--- config.mk ---
export PLATFORM = sky130hd
export DESIGN_NAME = if_fetch_unit
export DESIGN_NICKNAME = d
export VERILOG_FILES = /design/src/rtl/if_fetch_unit.sv
export SDC_FILE = /design/constraint.sdc
export NUM_CORES = 1
export LEC_CHECK = 0
export BUFFER_PORTS_ARGS = -buffer_cell sky130_fd_sc_hd__buf_2
export CAP_MARGIN = 20
export CORE_MARGIN = 2
export CORE_UTILIZATION = 50
export CTS_BUF_LIST = sky130_fd_sc_hd__clkbuf_16
export CTS_CLUSTER_SIZE = 24
export DETAILED_ROUTE_END_ITERATION = 16
export PLACE_DENSITY_LB_ADDON = 0.05
export REMOVE_ABC_BUFFERS = 1
export SETUP_SLACK_MARGIN = 0.15
export SKIP_CTS_REPAIR_TIMING = 1
export SYNTH_ARGS = -nofsm -noshare
export SYNTH_HDL_FRONTEND = slang
export SYNTH_SLANG_ARGS = --single-unit
--- constraint.sdc ---
create_clock -name CLK -period 8.6 [get_ports CLK]
set_input_delay 0.43 -clock CLK [delete_from_list [all_inputs] [get_ports CLK]]
set_output_delay 0.43 -clock CLK [all_outputs]
set_load 0.02 [all_outputs]
--- src/rtl/if_fetch_unit.sv ---
// Instruction-fetch stage: owns the PC and issues one stable-address read
// per instruction to instruction memory. It absorbs multi-cycle memory
// latency, hazard-unit stalls and EX-stage redirects. The stage always
// drives IF_* from registers; a NOP bubble is emitted when no real word
// can be delivered.
module if_fetch_unit #(
  parameter logic [31:0] RESET_PC  = 32'h0000_0000,
  parameter logic [31:0] NOP_INSTR = 32'h0000_0013
) (
  input  logic        CLK,
  input  logic        RST,
  input  logic        STALL,
  input  logic        REDIRECT,
  input  logic [31:0] REDIRECT_PC,
  output logic        IMEM_READ,
  output logic [31:0] IMEM_ADDR,
  input  logic        IMEM_BUSYWAIT,
  input  logic [31:0] IMEM_RDATA,
  output logic [31:0] IF_PC,
  output logic [31:0] IF_INSTRUCTION,
  output logic [31:0] IF_PC_PLUS4,
  output logic        IF_VALID
);

  // FETCH: request in flight at pc.
  // HOLD: a completed word is parked in the skid while the stage is stalled.
  // DRAIN: a redirect arrived mid-request; wait out the request, then jump.
  typedef enum logic [1:0] {
    S_FETCH = 2'd0,
    S_HOLD  = 2'd1,
    S_DRAIN = 2'd2
  } state_t;

  state_t      state_q;
  state_t      state_d;
  logic        run_q;
  logic        complete;
  logic        word_avail;
  logic [31:0] word_instr;
  logic [31:0] word_pc;

  logic [31:0] pc_p0;
  logic [31:0] target_p0;
  logic [31:0] skid_instr_p0;
  logic [31:0] skid_pc_p0;

  logic [31:0] out_pc_p1;
  logic [31:0] out_instr_p1;
  logic [31:0] out_pc4_p1;
  logic        vld_p1;

  // Sequential PC step; wraps modulo 2^32.
  function automatic logic [31:0] pc_inc(input logic [31:0] a);
    return a + 32'd4;
  endfunction

  // Request status: a word is accepted when a read is requested and memory is ready.
  assign complete = IMEM_READ && !IMEM_BUSYWAIT;

  // State register; run_q keeps the first post-reset cycle request-free.
  always_ff @(posedge CLK or posedge RST) begin
    if (RST) begin
      state_q <= S_FETCH;
      run_q   <= 1'b0;
    end else begin
      state_q <= state_d;
      run_q   <= 1'b1;
    end
  end

  // Next-state selection for the fetch handshake.
  always_comb begin
    state_d = state_q;
    case (state_q)
      S_FETCH: begin
        if (complete) begin
          if (!REDIRECT && STALL) state_d = S_HOLD;
        end else if (REDIRECT && run_q) begin
          state_d = S_DRAIN;
        end
      end
      S_HOLD:  if (REDIRECT || !STALL) state_d = S_FETCH;
      S_DRAIN: if (complete) state_d = S_FETCH;
      default: state_d = S_FETCH;
    endcase
  end

  // Memory-side outputs: the address is always the PC; no request while parked in HOLD.
  always_comb begin
    IMEM_READ = run_q && (state_q != S_HOLD);
    IMEM_ADDR = pc_p0;
  end

  // Word offered to the output stage this cycle, straight from memory or from the skid.
  always_comb begin
    word_avail = 1'b0;
    word_instr = IMEM_RDATA;
    word_pc    = pc_p0;
    if (state_q == S_FETCH && complete) begin
      word_avail = 1'b1;
    end else if (state_q == S_HOLD) begin
      word_avail = 1'b1;
      word_instr = skid_instr_p0;
      word_pc    = skid_pc_p0;
    end
  end

  // ---- stage p0: PC, redirect target and skid buffer ----
  // PC/target/skid updates driven by the handshake state.
  always_ff @(posedge CLK or posedge RST) begin
    if (RST) begin
      pc_p0         <= RESET_PC;
      target_p0     <= 32'h0;
      skid_instr_p0 <= 32'h0;
      skid_pc_p0    <= 32'h0;
    end else begin
      case (state_q)
        S_FETCH: begin
          if (complete) begin
            if (REDIRECT) begin
              pc_p0 <= REDIRECT_PC;
            end else begin
              pc_p0 <= pc_inc(pc_p0);
              if (STALL) begin
                skid_instr_p0 <= IMEM_RDATA;
                skid_pc_p0    <= pc_p0;
              end
            end
          end else if (REDIRECT) begin
            // With no request yet in flight there is nothing to drain.
            if (run_q) target_p0 <= REDIRECT_PC;
            else       pc_p0     <= REDIRECT_PC;
          end
        end
        S_HOLD: begin
          if (REDIRECT) pc_p0 <= REDIRECT_PC;
        end
        S_DRAIN: begin
          if (REDIRECT) target_p0 <= REDIRECT_PC;
          if (complete) pc_p0 <= REDIRECT ? REDIRECT_PC : target_p0;
        end
        default: pc_p0 <= pc_p0;
      endcase
    end
  end

  // ---- stage p1: registered IF_* bundle ----
  // Output register: flush on redirect, hold on stall, else deliver or bubble.
  always_ff @(posedge CLK or posedge RST) begin
    if (RST) begin
      out_pc_p1    <= 32'h0;
      out_instr_p1 <= NOP_INSTR;
      out_pc4_p1   <= 32'h0;
      vld_p1       <= 1'b0;
    end else if (REDIRECT) begin
      out_instr_p1 <= NOP_INSTR;
      vld_p1       <= 1'b0;
    end else if (!STALL) begin
      if (word_avail) begin
        out_pc_p1    <= word_pc;
        out_instr_p1 <= word_instr;
        out_pc4_p1   <= pc_inc(word_pc);
        vld_p1       <= 1'b1;
      end else begin
        out_instr_p1 <= NOP_INSTR;
        vld_p1       <= 1'b0;
      end
    end
  end

  assign IF_PC          = out_pc_p1;
  assign IF_INSTRUCTION = out_instr_p1;
  assign IF_PC_PLUS4    = out_pc4_p1;
  assign IF_VALID       = vld_p1;

endmodule

# After elaboration in Yosys (flattened, before gate mapping)
# Cells that the tools add are included.
dict set report word_totals {
  regBits 228
  input_bits 69
  wordCells 75
}
dict set report op_classes {
  add_sub_neg 2
  eq_ne 14
  mux 30
  bitwise_logic 2
  reduce_logical 17
}
# cell n
set op_table {}
lappend op_table {{$mux 32} 17}
lappend op_table {{$pmux 32 s3} 1}
lappend op_table {{$add 32x3->32 const B} 2}
lappend op_table {{$pmux 32 s2} 1}
lappend op_table {{$ne 2x2->1 const B} 6}
lappend op_table {{$ne 3x3->1 const B} 4}
lappend op_table {{$reduce_and 4->1} 3}
lappend op_table {{$mux 2} 5}
lappend op_table {{$pmux 2 s3} 1}
lappend op_table {{$logic_and 1x1->1} 5}
lappend op_table {{$mux 1} 5}
lappend op_table {{$reduce_and 5->1} 1}
lappend op_table {{$ne 2x1->1 const B} 2}
lappend op_table {{$logic_not 1->1} 3}
lappend op_table {{$reduce_and 3->1} 1}
lappend op_table {{$reduce_bool 3->1} 1}
lappend op_table {{$eq 2x1->1 const B} 1}
lappend op_table {{$eq 2x2->1 const B} 1}
lappend op_table {{$logic_not 2->1} 1}
lappend op_table {{$not 1->1} 2}
lappend op_table {{$reduce_bool 2->1} 1}
lappend op_table {{$logic_or 1x1->1} 1}

# Longest topological paths before layout
# Gate-level depths: netlist (run 1).
dict set report depth {
  depth_word 8
  depth_mapped 14
}

# Worst setup path before layout (run 1)
# Ideal clock, no wire load.
dict set report synth_path {
  path_kind {flip-flop to flip-flop}
  from {reg state_q[1]}
  to {reg out_pc4_p1[28] (netlist: IF_PC_PLUS4[28])}
  arrival_time_ns 3.113
  t_required_ns 8.474
  path_slack_ns 5.361
  path_stages_with_launch 15
  path_buffers 5
  path_cell_list {dfrtp_1 > inv_1 > ha_1 > buf_6 > buf_8 > buf_6 > buf_2 > buf_2 > mux2_2 > ha_1 > nand4_1 > a21oi_2 > nand3_1 > or3_1 > a221o_1}
}
dict set report synth_between {
  elab_chain_len 6
  elab_cells_between_ends 12
}
# element line_no
set synth_rtl {}
lappend synth_rtl {{start, declared} 34} ;# state_t state_q;
lappend synth_rtl {{start signal, assigned} 66} ;# state_q <= state_d;
lappend synth_rtl {{$ne 2x1->1} 90} ;# IMEM_READ = run_q && (state_q != S_HOLD);
lappend synth_rtl {{$logic_and 1x1->1} 90}
lappend synth_rtl {{$logic_and 1x1->1} 58} ;# assign complete = IMEM_READ && !IMEM_BUSYWAIT;
lappend synth_rtl {{$logic_and 1x1->1} 99} ;# if (state_q == S_FETCH && complete) begin
lappend synth_rtl {{$mux 32 (*)} 99}
lappend synth_rtl {{via word_pc[2]} 40} ;# logic [31:0] word_pc;
lappend synth_rtl {{$add 32x3->32 (*)} 54} ;# return a + 32'd4;
lappend synth_rtl {{end signal, assigned} 162} ;# out_pc4_p1 <= pc_inc(word_pc);
lappend synth_rtl {{end, declared} 49} ;# logic [31:0] out_pc4_p1;
# Mark *: on every way through the listed nets, which the timed path passes. The rest lies on a longest branch.
# A chain may end at the register's enable or synchronous reset.

# Worst setup path after layout (run 1)
dict set report layout_path {
  from {reg state_q[1]}
  to {reg out_pc4_p1[25] (netlist: IF_PC_PLUS4[25])}
}
dict set report layout_between {
  elab_chain_len 6
  elab_cells_between_ends 12
}
# element line_no
set layout_rtl {}
lappend layout_rtl {{$ne 2x1->1} 90}
lappend layout_rtl {{$logic_and 1x1->1} 90}
lappend layout_rtl {{$logic_and 1x1->1} 58}
lappend layout_rtl {{$logic_and 1x1->1} 99}
lappend layout_rtl {{$mux 32 / $mux 1 (equally long branches)} 99}
lappend layout_rtl {{$add 32x3->32 / $reduce_and 3->1 (equally long branches)} -}
# Several ways; a longest one is shown, not always the timed one.

==> out/qor.csv, run 1 <==
stage,metric,value,unit
outcome,status,"finished, final reports clean",
pwr,Pwr Density,355,nW/um^2
pwr,switching part of the total,0.401,
drt,via-per-instance ratio,5.83,
clocking,Root Buffer,clkbuf_16,
sta,final hold viol count,0,
clocking,CTS H-tree depth,1,
worst_setup_path,WP depth,8,
logic_synthesis,mux share of post-synthesis cell area,0.172,
logic_synthesis,post-synthesis compound-gate area fraction,0.151,
pwr,cell internal pwr,2890,uW
logic_synthesis,"Avg Cell Area, Syn",10.3,um^2
clocking,Max Root-Sink Buffers,3,
min_path,worst hold path class,in2async,
sta,Final period util,0.490,
pwr,P_leak,0.00600,uW
sta,maximum clock rate,237,MHz
grt,initial antenna violation count,0,
worst_setup_path,Worst setup SP type,flop,
clocking,CTS tree,yes,
grt,largest net degree at the start of global routing,97,
worst_setup_path,CP Class,reg2reg,
logic_synthesis,count of mapped cells out of synthesis,1135,
worst_setup_path,Worst EP arrival,4650,ps
logic_synthesis,share of the synthesized area in the top cell type,0.478,
logic_synthesis,largest family of logic cells by synthesized area,multiplexers,
placement,I/O Buffers,198,
drt,DRT iter0 DRCs,586,
logic_synthesis,sequential fraction of the synthesis area,0.485,
placement,Post-DP HPWL,19700,um
layout,Fillers,2043,
grt,global-route usage over all layers,0.248,
die,die height,157,um
clocking,"CTS clk-pin slew, worst paths",60,ps
logic_synthesis,Synth Area in XOR/XNOR,0.0150,
logic_synthesis,Post-Synth Simple-Gate Area,0.130,
drt,Detail Route Antenna Nets,0,
logic_synthesis,cell with the most instances after synthesis,dfrtp_1,
drt,DRC viols,0,
sta,relative slew slack,0.268,
logic_synthesis,"flops & latches, synth",226,
flow_run,Max Cap Viol,0,
pwr,clock power share,0.211,
layout,Final #Nets,1361,
worst_setup_path,crit path capture type,flop,
sta,Worst Skew,11.2,ps
drt,vias,9404,
die,die outline width,157,um
logic_synthesis,"EDFF count, synth",0,
logic_synthesis,fraction of registers with async set/reset,1.00,
layout,number of antenna diodes,0,
die,initial core utilization,0.512,
sta,RSZ-0062 raised after global routing,no,
drt,routed len/inst,18.7,um
grt,vias in the first global route,9020,
logic_synthesis,"Primary FF master, synth",dfrtp_1,
pwr,Psw,1940,uW
pwr,Comb pwr share,0.392,
die,die area,24600,um^2
clocking,clock latency on the worst-skew pair,530,ps
layout,"Cell Count, Final, Fillers Out",1614,
clocking,Inserted Clock Buffers,26,
worst_setup_path,Crit path required time,9030,ps
placement,dpl cells,1570,
logic_synthesis,Post-synth top cells,"dfrtp_1 (223), nand2_1 (157), o21ai_0 (113)",
logic_synthesis,Synth area leaders,"dfrtp_1 (48%), mux2_2 (10%), mux2i_1 (6.8%)",
logic_synthesis,Yosys Warn Count,0,
worst_setup_path,"Largest stage delay, worst path",820,ps
sta,fin. max-slew vios,0,
sta,fin crit period,4220,ps
grt,first-pass GRT wire length,48700,um
placement,global placer's final weighted congestion,0.809,
pwr,"IR drop worst, VDD",0.000192,V
grt,total congestion overflow,0,
layout,Final Util,0.596,
sta,final setup fails,0,
worst_setup_path,worst-path cell chain,inv_1 -> ha_4 -> buf_4 -> nand3_1 -> a22oi_1 -> nand3_1 -> o41a_1 -> o31ai_1,
worst_setup_path,Top Family by Delay on Critical Path,compound AO/OA/AOI/OAI gates,
logic_synthesis,dominant cell type by area after synthesis,dfrtp_1,
layout,P&R area growth vs syn,16.4,%
clocking,total clock sinks,226,
die,num ports,199,
logic_synthesis,Synth Area in Adders,0.00644,
sta,Slew @ Worst Pin,1100,ps
worst_setup_path,Buf/Inv on CP,2,
worst_setup_path,CP max stage cell,ha_4,
die,FP Rows,55,
pwr,power share of the sequential group,0.398,
drt,Routed WL,30200,um
logic_synthesis,distinct cell type count of the synthesized netlist,69,
layout,layout cells sized above 1,0.291,
logic_synthesis,Syn Std Cell Area,11700,um^2
worst_setup_path,Crit path top cell by count,nand3_1,
drt,first-pass iteration count of the detailed router,6,
worst_setup_path,R2R depth,8,
worst_setup_path,Worst Path Max Fanout,64,
die,core area,22800,um^2
power by group through the flow:
stage          logic [uW]  registers (uW)  clock network [uW]
6_report             1890            1920                1020
5_1_grt              2080            1980                1080
4_1_cts              1890            1910                1040
3_5_place_dp         1880            1930                   0
3_3_place_gp         1840            1920                   0
2_1_floorplan        1090            2080                   0
worst paths after layout:
path / slack (ps) / startpoint / to
max in group asynchronous: 7210 / RST / IF_INSTRUCTION[24]
min reg2reg: 470 / IF_PC[15] / IF_PC[15]
min in group CLK: 150 / IMEM_RDATA[13] / skid_instr_p0[13]
max reg2reg: 4380 / state_q[1] / IF_PC_PLUS4[25]
min: 20 / RST / IF_PC[15]
max: 4380 / state_q[1] / IF_PC_PLUS4[25]
kinds of logic after synthesis:
logic type	count (synthesis)
xor gates and xnor gates	20
buffers and inverters	103
DFF	226
AOI/OAI and AO/OA	274
other	1
and+or+nand+nor	318
muxes	187
adders and majority gates	6
sequential cells by signal, summed over array words and instances, names as in the netlist:
signal / flops
IF_INSTRUCTION: 32
IF_PC: 32
IMEM_ADDR: 32
skid_instr_p0: 32
skid_pc_p0: 32
target_p0: 32
IF_PC_PLUS4: 30
state_q: 2
IF_VALID: 1
run_q: 1
per-layer routing:
layer / GRT usage / wire, um / vias up
met3: 0.0379 / 1580 / 42
met5: 0 / 0 / -
li1: - / - / 4436
met2: 0.401 / 14200 / 269
met4: 0.0633 / 510 / 0
met1: 0.351 / 13900 / 4657
worst register-to-register path, delay by kind of cell (launching register included):
family,cells,cell delay (ps)
buffers and inverters,2,920
AO/OA/AOI/OAI,3,1240
AND/OR/NAND/NOR,2,750
adder cells (fa/ha/maj),1,820
flip-flops,1,400
placed cells by master, fill, tap and decap left out, drive strengths merged, types with 8 or more instances in the layout:
cell type | netlist | routed
a31oi | 9 | 9
mux2i | 79 | 79
a221o | 8 | 8
clkinv | 0 | 10
inv | 14 | 17
xnor2 | 12 | 12
nand4 | 25 | 25
mux2 | 108 | 108
nor4 | 8 | 8
o31ai | 13 | 13
a21oi | 44 | 44
nand3b | 10 | 10
clkbuf | 48 | 27
a22oi | 8 | 8
xor2 | 8 | 8
a221oi | 11 | 11
nor3 | 12 | 12
o21ai | 113 | 113
nand2 | 158 | 158
dfrtp | 223 | 223
nor2 | 42 | 42
buf | 41 | 212
nand3 | 31 | 31
area by class of cell:
type                            count  area [um^2]  share of cell area
Clock buffer                       27          676              0.0498
Clock inverter                     16         96.3             0.00710
Inverter                           14         60.1             0.00442
Timing Repair Buffer              212         1110              0.0817
Multi-Input combinational cell    806         5590               0.411
Tap cell                          313          392              0.0288
Sequential cell                   226         5660               0.417
stage by stage:
stage / TNS, ps / setup WS [ps] / total power [uW] / instance area (um^2) / hold slack [ps]
global route: 0 / 4100 / 5140 / 13600 / 91.2
CTS: 0 / 4400 / 4840 / 13600 / 54.2
detailed placement: 0 / 4420 / 3810 / 12800 / 461
floorplan: -164010 / -2320 / 3170 / 11200 / 476
global placement: 0 / 4520 / 3760 / 12800 / 456
finish: 0 / 4380 / 4820 / 13600 / 15.2
(Power assumes the default switching activity.)
==> run 2: changes to the inputs <==
==> constraint.sdc (replaced) <==
create_clock -name CLK -period 3.9 [get_ports CLK]
set_input_delay 0.195 -clock CLK [delete_from_list [all_inputs] [get_ports CLK]]
set_output_delay 0.195 -clock CLK [all_outputs]
set_load 0.02 [all_outputs]
==> run 2 against run 1 <==
- clock power grew 120%
- final cell count grew 5.3%
- sequential share of layout area shrank 2.4 points
- critical path depth grew 1
- core utilization grew 3.7 points
- global-route usage grew 0.47 points
==> out/qor.csv, run 2 (synthesized netlist as in run 1, its figures left out) <==
stage,metric,value,unit
worst_setup_path,CP Class,reg2reg,
clocking,Root Buffer,clkbuf_16,
die,FP Rows,55,
drt,Detail Route Antenna Nets,0,
die,num ports,199,
clocking,Inserted Clock Buffers,26,
grt,initial antenna violation count,1,
sta,final hold viol count,0,
sta,relative slew slack,0.343,
grt,total congestion overflow,0,
worst_setup_path,Crit. Startpoint,state_q[1],
sta,RSZ-0062 raised after global routing,no,
drt,routed len/inst,18.4,um
clocking,total clock sinks,226,
die,core area,22800,um^2
grt,largest net degree at the start of global routing,134,
sta,maximum clock rate,306,MHz
clocking,CTS tree,yes,
layout,Final #Nets,1442,
die,die area,24600,um^2
sta,worst setup margin,630,ps
worst_setup_path,Worst EP arrival,3670,ps
worst_setup_path,Worst Path Max Fanout,32,
sta,final setup fails,0,
layout,P&R area growth vs syn,23.6,%
layout,layout cells sized above 1,0.288,
sta,fin crit period,3270,ps
sta,WHS,8.28,ps
worst_setup_path,Top Family by Delay on Critical Path,simple AND/OR/NAND/NOR gates,
sta,setup TNS,0,ps
drt,first-pass iteration count of the detailed router,7,
worst_setup_path,Crit path required time,4300,ps
worst_setup_path,worst-path cell chain,inv_1 -> ha_4 -> mux2_2 -> ha_1 -> nand4b_1 -> a21oi_2 -> nand3_1 -> or3_1 -> a221o_1,
worst_setup_path,Buf/Inv on CP,1,
clocking,CTS H-tree depth,1,
flow_run,Max Cap Viol,0,
clocking,clock latency on the worst-skew pair,530,ps
grt,global-route usage over all layers,0.253,
drt,via-per-instance ratio,5.65,
worst_setup_path,worst r2r src,state_q[1],
layout,Final Util,0.633,
min_path,worst hold path class,in2reg,
pwr,Pwr Density,747,nW/um^2
drt,Routed WL,31300,um
drt,DRT iter0 DRCs,716,
die,die outline width,157,um
clocking,"CTS clk-pin slew, worst paths",60,ps
grt,vias in the first global route,9162,
layout,number of antenna diodes,0,
die,initial core utilization,0.512,
sta,fin. max-slew vios,0,
layout,Finished Cell Area,14400,um^2
placement,Area after DPL,13000,um^2
worst_setup_path,CP max stage cell,a21oi_2,
placement,I/O Buffers,198,
worst_setup_path,"Largest stage delay, worst path",460,ps
sta,Slew @ Worst Pin,985,ps
worst_setup_path,crit path capture type,flop,
pwr,P_leak,0.00640,uW
layout,most frequent cells in the layout,"dfrtp_1 (223), buf_2 (198), nand2_1 (157), o21ai_0 (112), mux2_2 (108)",
drt,DRC viols,0,
sta,Worst Skew,7.94,ps
placement,Post-DP HPWL,20800,um
layout,"most common cell after layout, fill and taps aside",dfrtp_1,
drt,vias,9609,
worst_setup_path,Worst setup SP type,flop,
clocking,Max Root-Sink Buffers,3,
placement,global placer's final weighted congestion,0.807,
placement,pre-CTS setup slack,667,ps
grt,first-pass GRT wire length,49600,um
sta,Final period util,0.838,
min_path,Hold Startpoint,STALL,
outcome,status,"finished, final reports clean",
die,die height,157,um
pwr,"IR drop worst, VDD",0.000414,V
==> run 2: cell count changes in the layout (fill, tap and decap cells not counted) <==
cell,delta
buf_12,+4
buf_4,+12
clkinv_2,+7
clkinvlp_4,-2
dlygate4sd3_1,+65
==> run 2: path summary, 6_finish.rpt <==
path | to | slack, ps | cells past startpoint
worst max-delay path | IF_PC_PLUS4[28] | 630 | 9
worst min-delay path | IF_INSTRUCTION[1] | 8 | 4
worst max register to register | IF_PC_PLUS4[28] | 630 | 9
worst min register to register | IF_PC[26] | 470 | 2
max in group asynchronous | IF_INSTRUCTION[4] | 2680 | 4
min in group asynchronous | IF_PC_PLUS4[15] | 370 | 3
==> run 2: per-layer routing <==
layer,up-vias,GRT usage,part of all wire
li1,4602,-,-
met1,4674,0.356,0.45
met2,296,0.403,0.48
met3,35,0.0432,0.052
met4,2,0.0734,0.017
met5,-,0,0.00035
==> run 2: per-stage QoR <==
step | instances | total power (uW)
floorplan | 1046 | 7000
global placement | 1586 | 8350
detailed placement | 1586 | 8450
CTS | 1634 | 10800
global route | 1700 | 11500
finish | 1700 | 10800
==> run 2: layout make-up <==
cell class | count | area [um^2]
fill | 1931 | 8360
sequential | 226 | 5660
multi-input combinational | 806 | 5590
timing repair buffer | 293 | 1930
clock buffer | 27 | 676
tap | 313 | 392
clock inverter | 21 | 116
inverter | 14 | 60.1
==> run 2: worst register-to-register path, cell delays in order (launching register included) <==
cell and delay, ps:
dfrtp_1 400, inv_1 130, ha_4 430, mux2_2 280
ha_1 210, nand4b_1 200, a21oi_2 470, nand3_1 300
or3_1 430, a221o_1 300
==> run 2: power by group <==
group	total (uW)	leakage [uW]	internal (uW)	switching, uW
Clock	2280	0.000411	1310	972
Combinational	4270	0.00316	1820	2450
Sequential	4220	0.00283	3330	895
Total	10800	0.00640	6460	4320
==> run 3: changes to the inputs <==
==> constraint.sdc (replaced) <==
create_clock -name CLK -period 3.13 [get_ports CLK]
set_input_delay 0.1565 -clock CLK [delete_from_list [all_inputs] [get_ports CLK]]
set_output_delay 0.1565 -clock CLK [all_outputs]
set_load 0.02 [all_outputs]
==> run 3 against run 2 <==
- the run now ends with negative hold slack left
- setup slack got worse by 420 ps
- total power rose by 25%
- clock skew barely moved
- flip-flop and latch count did not move
- register-to-register slack got worse by 420 ps
- first-iteration DRC count rose by 6.1%
- critical path depth fell by 1
- sequential share of layout area fell by 0.34 points
- count of clock-buffer cells in the layout did not move
- via count rose by 2.1%
- global-route usage rose by 0.59 points
- highest routed layer unchanged
- largest power group unchanged
- final cell count rose by 0.82%
==> out/qor.csv, run 3 (synthesized netlist as in run 1, its figures left out) <==
stage,metric,value,unit
layout,Final Util,0.638,
layout,P&R area growth vs syn,24.7,%
die,core area,22800,um^2
drt,vias,9809,
grt,global-route usage over all layers,0.259,
layout,Final #Nets,1456,
clocking,clock latency on the worst-skew pair,530,ps
layout,number of antenna diodes,0,
grt,largest net degree at the start of global routing,107,
clocking,total clock sinks,226,
layout,"most common cell after layout, fill and taps aside",dfrtp_1,
die,die area,24600,um^2
worst_setup_path,CP Class,reg2reg,
grt,first-pass GRT wire length,50600,um
worst_setup_path,crit path capture type,flop,
drt,first-pass iteration count of the detailed router,5,
drt,DRC viols,0,
layout,layout cells sized above 1,0.293,
placement,Area after DPL,13100,um^2
placement,Post-DP HPWL,21400,um
sta,maximum clock rate,342,MHz
pwr,Pwr Total,13500,uW
worst_setup_path,Worst Path Max Fanout,64,
clocking,Root Buffer,clkbuf_16,
grt,total congestion overflow,0,
outcome,status,"complete, but fails checks",
clocking,Inserted Clock Buffers,26,
die,die height,157,um
die,num ports,199,
pwr,P_leak,0.00647,uW
grt,vias in the first global route,9288,
placement,global placer's final weighted congestion,0.844,
sta,WHS,-15.9,ps
drt,Routed WL,32300,um
drt,routed len/inst,18.8,um
sta,Slew @ Worst Pin,786,ps
sta,relative slew slack,0.476,
sta,final setup fails,0,
layout,most frequent cells in the layout,"dfrtp_1 (223), buf_2 (198), nand2_1 (157), o21ai_0 (112), mux2_2 (108)",
clocking,Max Root-Sink Buffers,3,
placement,I/O Buffers,198,
clocking,CTS H-tree depth,1,
grt,initial antenna violation count,1,
flow_run,Max Cap Viol,0,
die,initial core utilization,0.512,
drt,via-per-instance ratio,5.72,
min_path,worst hold path class,in2reg,
sta,Final period util,0.935,
die,die outline width,157,um
sta,RSZ-0062 raised after global routing,yes,
drt,DRT iter0 DRCs,760,
sta,fin crit period,2930,ps
clocking,"CTS clk-pin slew, worst paths",60,ps
outcome,failing checks,negative hold slack,
sta,fin. max-slew vios,0,
layout,Finished Cell Area,14500,um^2
clocking,CTS tree,yes,
pwr,"IR drop worst, VDD",0.000708,V
worst_setup_path,reg2reg setup slack,210,ps
worst_setup_path,Crit path required time,3560,ps
worst_setup_path,Worst EP arrival,3350,ps
die,FP Rows,55,
pwr,Pwr Density,927,nW/um^2
drt,Detail Route Antenna Nets,0,
sta,Worst Skew,7.94,ps
sta,final hold viol count,3,
worst_setup_path,Worst setup SP type,flop,
run 3: through the flow:
stage          setup slack (ps)  setup TNS (ps)  instances
3_3_place_gp                180               0       1597
2_1_floorplan             -7790        -1698720       1046
5_1_grt                    48.8               0       1714
6_report                    205               0       1714
4_1_cts                    8.92               0       1645
3_5_place_dp               11.2               0       1597
run 3: power by group:
group	switching [uW]	internal [uW]
Clock	1200	1630
Sequential	1090	4150
Combinational	3110	2290
run 3: path summary, 6_finish.rpt:
check	startpoint	end	depth (start not counted)
worst max register to register	state_q[1]	IF_PC_PLUS4[25]	8
worst min-delay path	STALL	IF_INSTRUCTION[4]	4
min in group asynchronous	RST	IF_PC[16]	3
max in group asynchronous	RST	target_p0[22]	4
worst min register to register	IF_PC_PLUS4[17]	IF_PC_PLUS4[17]	2
worst max-delay path	state_q[1]	IF_PC_PLUS4[25]	8
run 3: critical path: stages, from the launching register on:
cell	delay, ps
dfrtp_1	400
inv_1	140
ha_4	210
buf_12	310
nand3_2	180
a222oi_1	550
nand2_2	220
o41a_1	450
o31ai_1	260
run 3: metal layers:
metal | share of wire | track usage
met1 | 0.45 | 0.366
met2 | 0.47 | 0.419
met3 | 0.053 | 0.0352
met4 | 0.022 | 0.0703
met5 | 0.00034 | 0
run 3: cell type report:
| cell class | count | area [um^2] |
|---|---|---|
| clock buffers | 27 | 676 |
| clock inverters | 21 | 114 |
| fillers | 1945 | 8240 |
| inverters | 14 | 60.1 |
| multi-input cells | 806 | 5610 |
| flip-flops and latches | 226 | 5660 |
| well taps | 313 | 392 |
| repair buffers | 307 | 2030 |
